## config.mk

```make
export PLATFORM = sky130hd
export DESIGN_NAME = fifo_rd_packer
export DESIGN_NICKNAME = d
export VERILOG_FILES = /design/src/rtl/fifo_rd_packer.sv
export SDC_FILE = /design/constraint.sdc
export NUM_CORES = 1
export LEC_CHECK = 0
export CAP_MARGIN = 20
export CELL_PAD_IN_SITES_DETAIL_PLACEMENT = 2
export CELL_PAD_IN_SITES_GLOBAL_PLACEMENT = 2
export CORE_ASPECT_RATIO = 1.25
export CORE_UTILIZATION = 31
export CTS_CLUSTER_DIAMETER = 120
export DETAILED_ROUTE_END_ITERATION = 10
export MAX_ROUTING_LAYER = met4
export PLACE_DENSITY_LB_ADDON = 0.1
export SYNTH_ARGS = -nofsm -noshare
export SYNTH_HDL_FRONTEND = slang
export SYNTH_SLANG_ARGS = --single-unit
```

## constraint.sdc

```tcl
create_clock -name clk -period 2.2 [get_ports clk]
set_clock_uncertainty 0.15 [all_clocks]
set_input_delay 0.55 -clock clk [delete_from_list [all_inputs] [get_ports clk]]
set_output_delay 0.55 -clock clk [all_outputs]
set_load 0.005 [all_outputs]
```

## src/rtl/fifo_rd_packer.sv

```systemverilog
// Read-side packer for the async FIFO. It pops lanes through the show-ahead port and packs
// PACK_RATIO lanes into one word. The word goes out on a registered valid/ready stream, and a flush closes a partial word.
module fifo_rd_packer #(
    parameter int DATA_WIDTH = 8,
    parameter int PACK_RATIO = 4
) (
    input  logic                             clk,
    input  logic                             reset_n,
    input  logic                             fifo_empty,
    input  logic [DATA_WIDTH-1:0]            fifo_rd_data,
    output logic                             fifo_rd_en,
    input  logic                             flush,
    output logic                             m_valid,
    input  logic                             m_ready,
    output logic [DATA_WIDTH*PACK_RATIO-1:0] m_data,
    output logic [PACK_RATIO-1:0]            m_keep,
    output logic                             m_last,
    output logic                             busy
);

    localparam int CW = $clog2(PACK_RATIO) + 1;
    localparam int WW = DATA_WIDTH * PACK_RATIO;
    localparam logic [CW-1:0] FULL_CNT = CW'(PACK_RATIO);
    localparam logic [CW-1:0] ZERO_CNT = {CW{1'b0}};
    localparam logic [CW-1:0] ONE_CNT  = CW'(1);

    logic [CW-1:0]         count_r;
    logic [CW-1:0]         count_nxt_s;
    logic [WW-1:0]         asm_r;
    logic [WW-1:0]         asm_nxt_s;
    logic                  flush_pending_r;
    logic                  flush_pending_nxt_s;
    logic                  m_valid_nxt_s;
    logic                  busy_nxt_s;
    logic                  transfer_s;
    logic                  pop_s;
    logic [CW-1:0]         lane_s;
    logic [PACK_RATIO-1:0] keep_s;
    logic [WW-1:0]         packed_s;

    assign fifo_rd_en = pop_s;

    // Transfer/pop decisions, lane steering and next-state values.
    always_comb begin
        transfer_s = ((count_r == FULL_CNT) || (flush_pending_r && (count_r != ZERO_CNT)))
                     && (!m_valid || m_ready);
        pop_s      = reset_n && !fifo_empty && !flush_pending_r
                     && ((count_r < FULL_CNT) || transfer_s);
        // A pop that coincides with a transfer starts the next word at lane 0.
        lane_s     = transfer_s ? ZERO_CNT : count_r;

        keep_s    = {PACK_RATIO{1'b0}};
        packed_s  = {WW{1'b0}};
        asm_nxt_s = asm_r;
        for (int i = 0; i < PACK_RATIO; i++) begin
            keep_s[i] = (CW'(i) < count_r);
            packed_s[i*DATA_WIDTH +: DATA_WIDTH] = keep_s[i] ? asm_r[i*DATA_WIDTH +: DATA_WIDTH]
                                                             : {DATA_WIDTH{1'b0}};
            asm_nxt_s[i*DATA_WIDTH +: DATA_WIDTH] = (pop_s && (lane_s == CW'(i))) ? fifo_rd_data
                                                    : asm_r[i*DATA_WIDTH +: DATA_WIDTH];
        end

        if (transfer_s) begin
            count_nxt_s = pop_s ? ONE_CNT : ZERO_CNT;
        end else if (pop_s) begin
            count_nxt_s = count_r + ONE_CNT;
        end else begin
            count_nxt_s = count_r;
        end

        // A pending flush with nothing assembled simply expires.
        if (flush_pending_r) begin
            flush_pending_nxt_s = !(transfer_s || (count_r == ZERO_CNT));
        end else begin
            flush_pending_nxt_s = flush;
        end

        m_valid_nxt_s = transfer_s || (m_valid && !m_ready);
        busy_nxt_s    = (count_nxt_s != ZERO_CNT) || m_valid_nxt_s || flush_pending_nxt_s;
    end

    // Assembly state, output register and busy flag.
    always_ff @(posedge clk or negedge reset_n) begin
        if (!reset_n) begin
            count_r         <= ZERO_CNT;
            asm_r           <= {WW{1'b0}};
            flush_pending_r <= 1'b0;
            m_valid         <= 1'b0;
            m_data          <= {WW{1'b0}};
            m_keep          <= {PACK_RATIO{1'b0}};
            m_last          <= 1'b0;
            busy            <= 1'b0;
        end else begin
            count_r         <= count_nxt_s;
            asm_r           <= asm_nxt_s;
            flush_pending_r <= flush_pending_nxt_s;
            m_valid         <= m_valid_nxt_s;
            busy            <= busy_nxt_s;
            if (transfer_s) begin
                m_data <= packed_s;
                m_keep <= keep_s;
                m_last <= flush_pending_r;
            end else begin
                m_data <= m_data;
                m_keep <= m_keep;
                m_last <= m_last;
            end
        end
    end

endmodule

```

# Yosys cells after proc, flatten, opt, wreduce, memory -nomap -nowiden
# Cells that the tools add are included.
# word_totals
ff_bits,75
in_bits,13
# op_classes
addsub,1
mux,9
order_cmp,5
eq_ne,4
reduce_logical,26
# op_table
cell,count
two-way mux 8 bit,4
logical AND 1 bit,10
two-way mux 3 bit,3
logical OR 1 bit,7
"== test 3 x 2 -> 1 bit, second input constant",2
zero test 3 bit,2
"< comparator 1 x 3 -> 1 bit, first input constant",2
"< comparator 2 x 3 -> 1 bit, first input constant",2
nonzero test 3 bit,2
zero test 1 bit,5
"adder 3 x 1 -> 3 bit, second input constant",1
"== test 3 x 1 -> 1 bit, second input constant",1
"== test 3 bit, second input constant",1
"< comparator 3 bit, second input constant",1
two-way mux 1 bit,2

# Depth between registers and ports, before layout
# Gate-level depths: netlist of the first run.
# depth
ltp_word,11
mapped_depth,9

# Least setup slack after synthesis of the first run
# OpenSTA, ideal clock, no wires.
# synth_timing
kind,reg2reg
from,reg count_r[0]
to,reg asm_r[0]
slack_ps,2
setup_time_ps,125
required_time_ps,1925
arrival_time_ps,1923
stages_incl_launch_ff,10
n_path_buf,3
period_less_slack_ps,2198
path_cell_list,dfrtp_1 > clkbuf_1 > inv_1 > ha_1 > and2b_1 > o211ai_4 > buf_6 > a21bo_1 > buf_6 > mux2_4
# synth_between
elab_chain_cells,7
word_cells_on_any_way,11
# synth_rtl
item,line,source
"start, declared",27,logic [CW-1:0] count_r;
"start signal, assigned",94,count_r <= count_nxt_s;
nonzero test 3 bit,45,transfer_s = ((count_r == FULL_CNT) || (flush_pending_r && (count_r != ZERO_CNT)))
logical AND 1 bit,45,
logical OR 1 bit,45,
logical AND 1 bit,46,&& (!m_valid || m_ready);
two-way mux 3 bit / logical OR 1 bit (equally long branches),"50, 48",
zero test 3 bit / logical AND 1 bit (equally long branches),"59, 48",
logical AND 1 bit (*),59,asm_nxt_s[i*DATA_WIDTH +: DATA_WIDTH] = (pop_s && (lane_s == CW'(i))) ? fifo_rd_data
"end signal, assigned",86,asm_r <= {WW{1'b0}};
"end signal, assigned",95,asm_r <= asm_nxt_s;
"end, declared",29,logic [WW-1:0] asm_r;
# Every way passes the cells marked *; elsewhere a longest branch is shown, timed or not.
# A chain may end at the register's enable or synchronous reset.

# Worst setup path in the final report of the first run
# layout_timing
from,in fifo_empty
to,out fifo_rd_en
# layout_between
elab_chain_cells,4
# layout_rtl
item,line,source
"start, declared",9,"input logic fifo_empty,"
zero test 1 bit,47,pop_s = reset_n && !fifo_empty && !flush_pending_r
logical AND 1 bit (2 in a row),47,
logical AND 1 bit,48,&& ((count_r < FULL_CNT) || transfer_s);
"end, declared",11,"output logic fifo_rd_en,"
# No other way between the ends.

==> summary.txt, run 1 <==
Synthesis
  • Syn Std Cell Area: 3050 µm²
  • Post-synthesis cell type count: 29
  • Yosys reg bits: 75
  • Main synth FF type: dfrtp_1
  • Warnings from Yosys: 0
  • Async set or reset register ratio after synthesis: 1.00
  • Mapped Cells: 262
  • Number of flops mapped to enable cells by yosys: 0
  • Synth top area cells: dfrtp_1 62%, mux2_2 9.6%, nand2_1 8.9%
  • Share of the synthesized area in the top cell type: 0.616
  • Synthesized Nets: 277
  • Yosys top cell by area: dfrtp_1
  • Register area share after synthesis: 0.616
  • Syn avg cell area: 11.6 µm²

Layout
  • NumNets Final: 350
  • Commonest non-fill, non-tap cell in the layout: dfrtp_1
  • Share of cells above drive strength 1: 0.232
  • Fin util: 0.438
  • Final instance area: 4190 µm²
  • Antenna cells: 0
  • Commonest cells after routing, fill and taps aside: 75 x dfrtp_1, 72 x nand2_1, 48 x clkdlybuf4s50_1, 36 x o21ai_0, 26 x mux2_2
  • Syn-to-layout area delta: 37.6%
  • Final Non-Filler Cells: 466
  • Layout fillers: 998

Power and ir drop
  • Leak: 1.89 nW
  • Power Density: 1460 nW/µm²
  • VDD IR max: 0.543 mV

Setup path
  • Crit end category: output port
  • CP Data Required Time: 1500 ps
  • R2r startpoint: count_r[0]$_DFF_PN0_
  • Crit-path max FO: 2
  • Critical path launch point type: primary input
  • Worst Path Arrival: 1430 ps
  • Crit path kind: in2out
  • Reg2reg path depth: 6
  • Worst reg2reg setup slack: 120 ps
  • R2R Path End: asm_r[7]$_DFFE_PN0P_

Routing
  • Routed Wire Length: 7660 µm
  • Drt first pass iters: 4
  • DRC viols: 0
  • Drt wl/cell: 16.4 µm
  • Routed vias: 2167
  • Starting DRT DRC Count: 53
  • Detail Route Antenna Nets: 0
  • Via/cell ratio: 4.65

Die
  • Cell Rows: 40
  • IO Pins: 53
  • Die span in y: 113 µm
  • Die Area: 10200 µm²
  • Die Width: 90.7 µm
  • Initial Utilization: 0.319
  • Core footprint: 9560 µm²

Place
  • DP HPWL: 5260 µm
  • Place WS: -470 ps
  • Dpl cells: 448
  • I/O Buffers: 52
  • Cell Area, Placed: 3830 µm²
  • Routability cong.: 0.719

Clocking
  • CTS tree: built
  • H-tree levels: 3
  • Worst skew pair latency: 330 ps
  • TritonCTS Buffers: 9
  • Post-CTS Hold Buffers: 0
  • Worst-path clk slew: 50 ps
  • Clk root buf: clkbuf_16
  • Clock Sinks: 75
  • Clock tree buffer depth: 2

GRT
  • Vias in the first global route: 2460
  • First-pass GRT wire length: 12900 µm
  • Grt ovf: 0
  • Gr usage total: 0.170
  • Largest net degree at the start of global routing: 76
  • Initial antenna violation count: 0

Worst hold path
  • Worst min-delay path class: in2async

STA
  • Final setup vio count: 0
  • Worst-margin pin slew: 942 ps
  • Worst hold margin: 312 ps
  • Post-route setup slack: 74.1 ps
  • Final Hold Violating Endpoints: 0
  • Slew Limit Fails: 0
  • Relative slew margins: 0.372
  • Final Cycle Share: 0.966
  • F_max: 0.470 GHz
  • Minimum clock period: 2130 ps

Job
  • Max Cap Viol: 0

Run status
  • Outcome: finished, final reports clean
[flip-flops by register name, indices dropped and copies added, names as in the netlist]
register and cells:
asm_r 32, m_data 32, m_keep 4, m_valid 1, count_r 3, flush_pending_r 1
busy 1, m_last 1
[cells in the mapped netlist, drive strengths merged (2+ instances only)]
cell,instances
and2,2
nor2,2
o21ai,37
nand2,72
nand2b,3
inv,6
mux2,34
ha,2
nand4,2
clkbuf,9
a31oi,2
dfrtp,75
buf,3
[repair_timing]
item	in CTS	in global routing
buffers inserted	2	0
resized for setup	7	4
cloned	0	0
setup endpoints to repair	1	9
pin swaps	2	1
[worst max-delay path by stage]
| stage | startpoint | to | slack [ps] | cells past startpoint |
|---|---|---|---|---|
| 6_report | fifo_empty | fifo_rd_en | 70 | 5 |
| 2_1_floorplan | count_r[0]$_DFF_PN0_ | asm_r[0]$_DFFE_PN0P_ | 2 | 9 |
| 4_1_cts | count_r[0]$_DFF_PN0_ | asm_r[4]$_DFFE_PN0P_ | 6 | 6 |
| 3_3_place_gp | fifo_empty | fifo_rd_en | -400 | 5 |
| 5_1_grt | count_r[0]$_DFF_PN0_ | busy$_DFF_PN0_ | -0.007 | 7 |
| 3_5_place_dp | fifo_empty | fifo_rd_en | -470 | 5 |
[cell type report]
type | count | area, µm² | share of cell area
clock buffers | 12 | 246 | 0.0588
clock inverters | 4 | 73.8 | 0.0176
inverters | 6 | 22.5 | 0.00537
multi-input cells | 169 | 1110 | 0.265
flip-flops and latches | 75 | 1880 | 0.448
well taps | 126 | 158 | 0.0376
repair buffers | 74 | 704 | 0.168
[logic make-up after synthesis]
group,count (synthesis),synth area share
xor+xnor,1,0.00288
fa+ha+maj,2,0.00822
buf+inv,18,0.0275
compound gates,46,0.0896
mux,35,0.139
flops,75,0.616
simple gates,85,0.117
[report_power, final]
part           switching [mW]  leakage, nW  internal (mW)  total, mW
combinational            1.04        0.769           1.19       2.23
clock                   0.546        0.157           1.02       1.57
sequential              0.345        0.965           1.96       2.30
[routing by layer]
metal,global-route usage,share of wire
met2,0.282,0.51
met3,0.0208,0.025
met5,-,0
met1,0.205,0.45
met4,0.0839,0.019
[worst max-delay path, stage by stage]
cell and delay, ps:
dlygate4sd2_1 240, nor3b_2 300, o221ai_4 160, inv_2 80, buf_2 100
[metrics by stage]
step	setup TNS [ps]	power (mW)
3_3_place_gp	-2660	4.45
4_1_cts	0	6.21
5_1_grt	-0.00733	6.53
3_5_place_dp	-4110	4.55
2_1_floorplan	0	3.42
6_report	0	6.10
Power figures use the tool's default switching activity.
==> run 2, diff against run 1 <==
CORE_UTILIZATION = 34   (was 31)
clock period = 2.37 ns   (was 2.2 ns; I/O delays follow)
==> run 2 against run 1 <==
Effect of this change:
- wire length rose by 0.27%
- non-clock buffer count grew 5
- combinational power is 8% lower
- core utilization rose by 3.4 points
- critical path depth stayed put
- power down 15%
- sequential cell count did not move
- critical endpoint unchanged
- die area shrank 8.6%
- via count rose by 1.0%
- global-route usage up 2.2 points
- highest routed layer unchanged
- final area down 1.9%
==> summary.txt, run 2 (same netlist as run 1, synthesis figures left out) <==
Place
  • Dpl cells: 438 (-2.2%)
  • Cell Area, Placed: 3780 µm² (-1.3%)
  • I/O Buffers: 52 (unchanged)
  • DP HPWL: 5040 µm (-4.2%)
  • Routability cong.: 0.768 (+6.8%)

Die
  • Die span in y: 108 µm (-4.4%)
  • Initial Utilization: 0.350 (+0.0314)
  • Core footprint: 8700 µm² (-9.0%)
  • Cell Rows: 38 (-5.0%)
  • IO Pins: 53 (unchanged)
  • Die Width: 86.7 µm (-4.4%)
  • Die Area: 9340 µm² (-8.6%)

Clocking
  • Worst skew pair latency: 350 ps (+20 ps)
  • CTS tree: built
  • Post-CTS Hold Buffers: 0 (unchanged)
  • Worst-path clk slew: 70 ps (+20 ps)
  • Clock tree buffer depth: 2 (unchanged)
  • TritonCTS Buffers: 9 (unchanged)
  • H-tree levels: 3 (unchanged)
  • Clock Sinks: 75 (unchanged)
  • Clk root buf: clkbuf_8

Setup path
  • Slowest stage cell on the critical path: dlygate4sd2_1
  • Critical path launch point type: primary input
  • Most used cell, CP: dlygate4sd2_1
  • Crit end category: output port
  • Crit path from: fifo_empty
  • Crit path capture: fifo_rd_en
  • Worst Path Arrival: 1540 ps (+110 ps)
  • Crit-path max FO: 2 (unchanged)
  • Largest stage delay on the critical path: 260 ps (-40 ps)
  • R2R Path End: asm_r[2]$_DFFE_PN0P_
  • Crit path kind: in2out
  • CP Data Required Time: 1630 ps (+130 ps)
  • Worst reg2reg setup slack: 190 ps (+70 ps)
  • R2r startpoint: count_r[1]$_DFF_PN0_
  • Sequence of cells on the critical path: dlygate4sd2_1 -> nor3b_4 -> o221ai_4 -> inv_2 -> dlygate4sd2_1
  • Reg2reg path depth: 6 (unchanged)

STA
  • F_max: 0.438 GHz
  • Worst-margin pin slew: 966 ps (+23.8 ps)
  • Final Cycle Share: 0.963
  • Final Hold Violating Endpoints: 0 (unchanged)
  • Minimum clock period: 2280 ps
  • Relative slew margins: 0.356 (-0.0159)
  • Slew Limit Fails: 0 (unchanged)
  • RSZ-0062 raised after global routing: false
  • Final setup vio count: 0 (unchanged)

Layout
  • NumNets Final: 355 (+1.4%)
  • Top flop regs: asm_r x32, m_data x32, m_keep x4
  • Area of the multi-input gates: 1130 µm² (+2.1%)
  • Fin util: 0.472 (+0.0339)
  • Commonest cells after routing, fill and taps aside: 72 x nand2_1, 72 x dfrtp_1, 48 x clkdlybuf4s50_1, 36 x o21ai_0, 27 x buf_4
  • Register area: 1880 µm² (+0.20%)
  • Share of cells above drive strength 1: 0.258 (+0.0256)
  • Final instance area: 4110 µm² (-1.9%)
  • Antenna cells: 0 (unchanged)
  • Final Non-Filler Cells: 465 (-0.21%)
  • Layout fillers: 897 (-10%)
  • Syn-to-layout area delta: 35.0%

GRT
  • Grt ovf: 0 (unchanged)
  • GR Layer Usage met1: 0.242 (+0.0378)
  • Vias in the first global route: 2422 (-1.5%)
  • First-pass GRT wire length: 12800 µm (-1.1%)
  • Initial antenna violation count: 0 (unchanged)
  • Met3 usage: 0.0406 (+0.0198)
  • Gr usage total: 0.192 (+0.0219)
  • GR met2 Demand/Resource: 0.293 (+0.0107)
  • Largest net degree at the start of global routing: 76 (unchanged)
  • Global route hottest layer: met2

Power and ir drop
  • VDD IR max: 0.557 mV (+2.6%)
  • Leak: 1.86 nW (-1.9%)
  • Power Density: 1260 nW/µm² (-13%)

Routing
  • Starting DRT DRC Count: 71 (+34%)
  • Routed Wire Length: 7680 µm (+0.27%)
  • Drt first pass iters: 4 (unchanged)
  • Drt wl/cell: 16.5 µm (+0.49%)
  • Detail Route Antenna Nets: 0 (unchanged)
  • DRC viols: 0 (unchanged)
  • Via/cell ratio: 4.71 (+1.2%)
  • Routed vias: 2189 (+1.0%)

Worst hold path
  • Worst min-delay path class: reg2reg

Job
  • Max Cap Viol: 0 (unchanged)

Run status
  • Outcome: finished, final reports clean
-- run 2: cell count changes in the layout (fill, tap and decap cells not counted), moves of 2 or more --
cell           previous run  this run
buf_4                    21        27
clkbuf_16                 9         0
clkbuf_8                  1        10
clkinv_2                  1         3
dfrtp_1                  75        72
dfrtp_2                   0         3
dlygate4sd2_1             1         3
-- run 2: report_power, final --
part           internal (mW)  switching [mW]
clock network          0.510           0.479
logic                   1.09           0.967
registers               1.82           0.320
total                   3.42            1.77
-- run 2: routing by layer --
metal | routed length [µm] | vias up
li1 | - | 1027
met1 | 3470 | 1102
met2 | 3760 | 46
met3 | 254 | 14
met4 | 182 | 0
met5 | 0 | -
-- run 2: metrics by stage --
step / hold slack, ps / total power, mW / setup TNS [ps] / setup slack [ps]
floorplan: 147 / 3.17 / 0 / 172
global placement: 312 / 4.05 / -648 / -315
detailed placement: 319 / 4.15 / -961 / -371
CTS: 336 / 5.22 / 0 / 66.3
global route: 355 / 5.58 / 0 / 19.9
finish: 330 / 5.18 / 0 / 87.6
-- run 2: cell type report --
cell class | count | share of cell area
tap | 120 | 0.0365
inverter | 6 | 0.00548
clock inverter | 5 | 0.0128
clock buffer | 11 | 0.0344
timing repair buffer | 79 | 0.177
sequential | 75 | 0.458
multi-input combinational | 169 | 0.276
-- run 2: how the worst min path moves through the flow --
stage	from	to	slack (ps)	cells after the start
floorplan	reset_n	asm_r[0]$_DFFE_PN0P_	150	0
global placement	m_data[7]$_DFFE_PN0P_	m_data[7]$_DFFE_PN0P_	310	2
detailed placement	m_data[4]$_DFFE_PN0P_	m_data[4]$_DFFE_PN0P_	320	2
CTS	m_data[0]$_DFFE_PN0P_	m_data[0]$_DFFE_PN0P_	340	2
global route	m_data[0]$_DFFE_PN0P_	m_data[0]$_DFFE_PN0P_	360	2
finish	m_data[0]$_DFFE_PN0P_	m_data[0]$_DFFE_PN0P_	330	2
-- run 2: worst max-delay path, delay by kind of cell --
kind | cells | cell delay, ps
buffers and inverters | 3 | 560
AOI/OAI and AO/OA | 1 | 140
and+or+nand+nor | 1 | 230
-- run 2: what timing repair did --
| item | 4_1_cts | 5_1_grt |
|---|---|---|
| endpoints found under the setup margin | 1 | 2 |
| setup buffers | 11 | 2 |
| pin swaps | 3 | 2 |
| resized for setup | 8 | 6 |
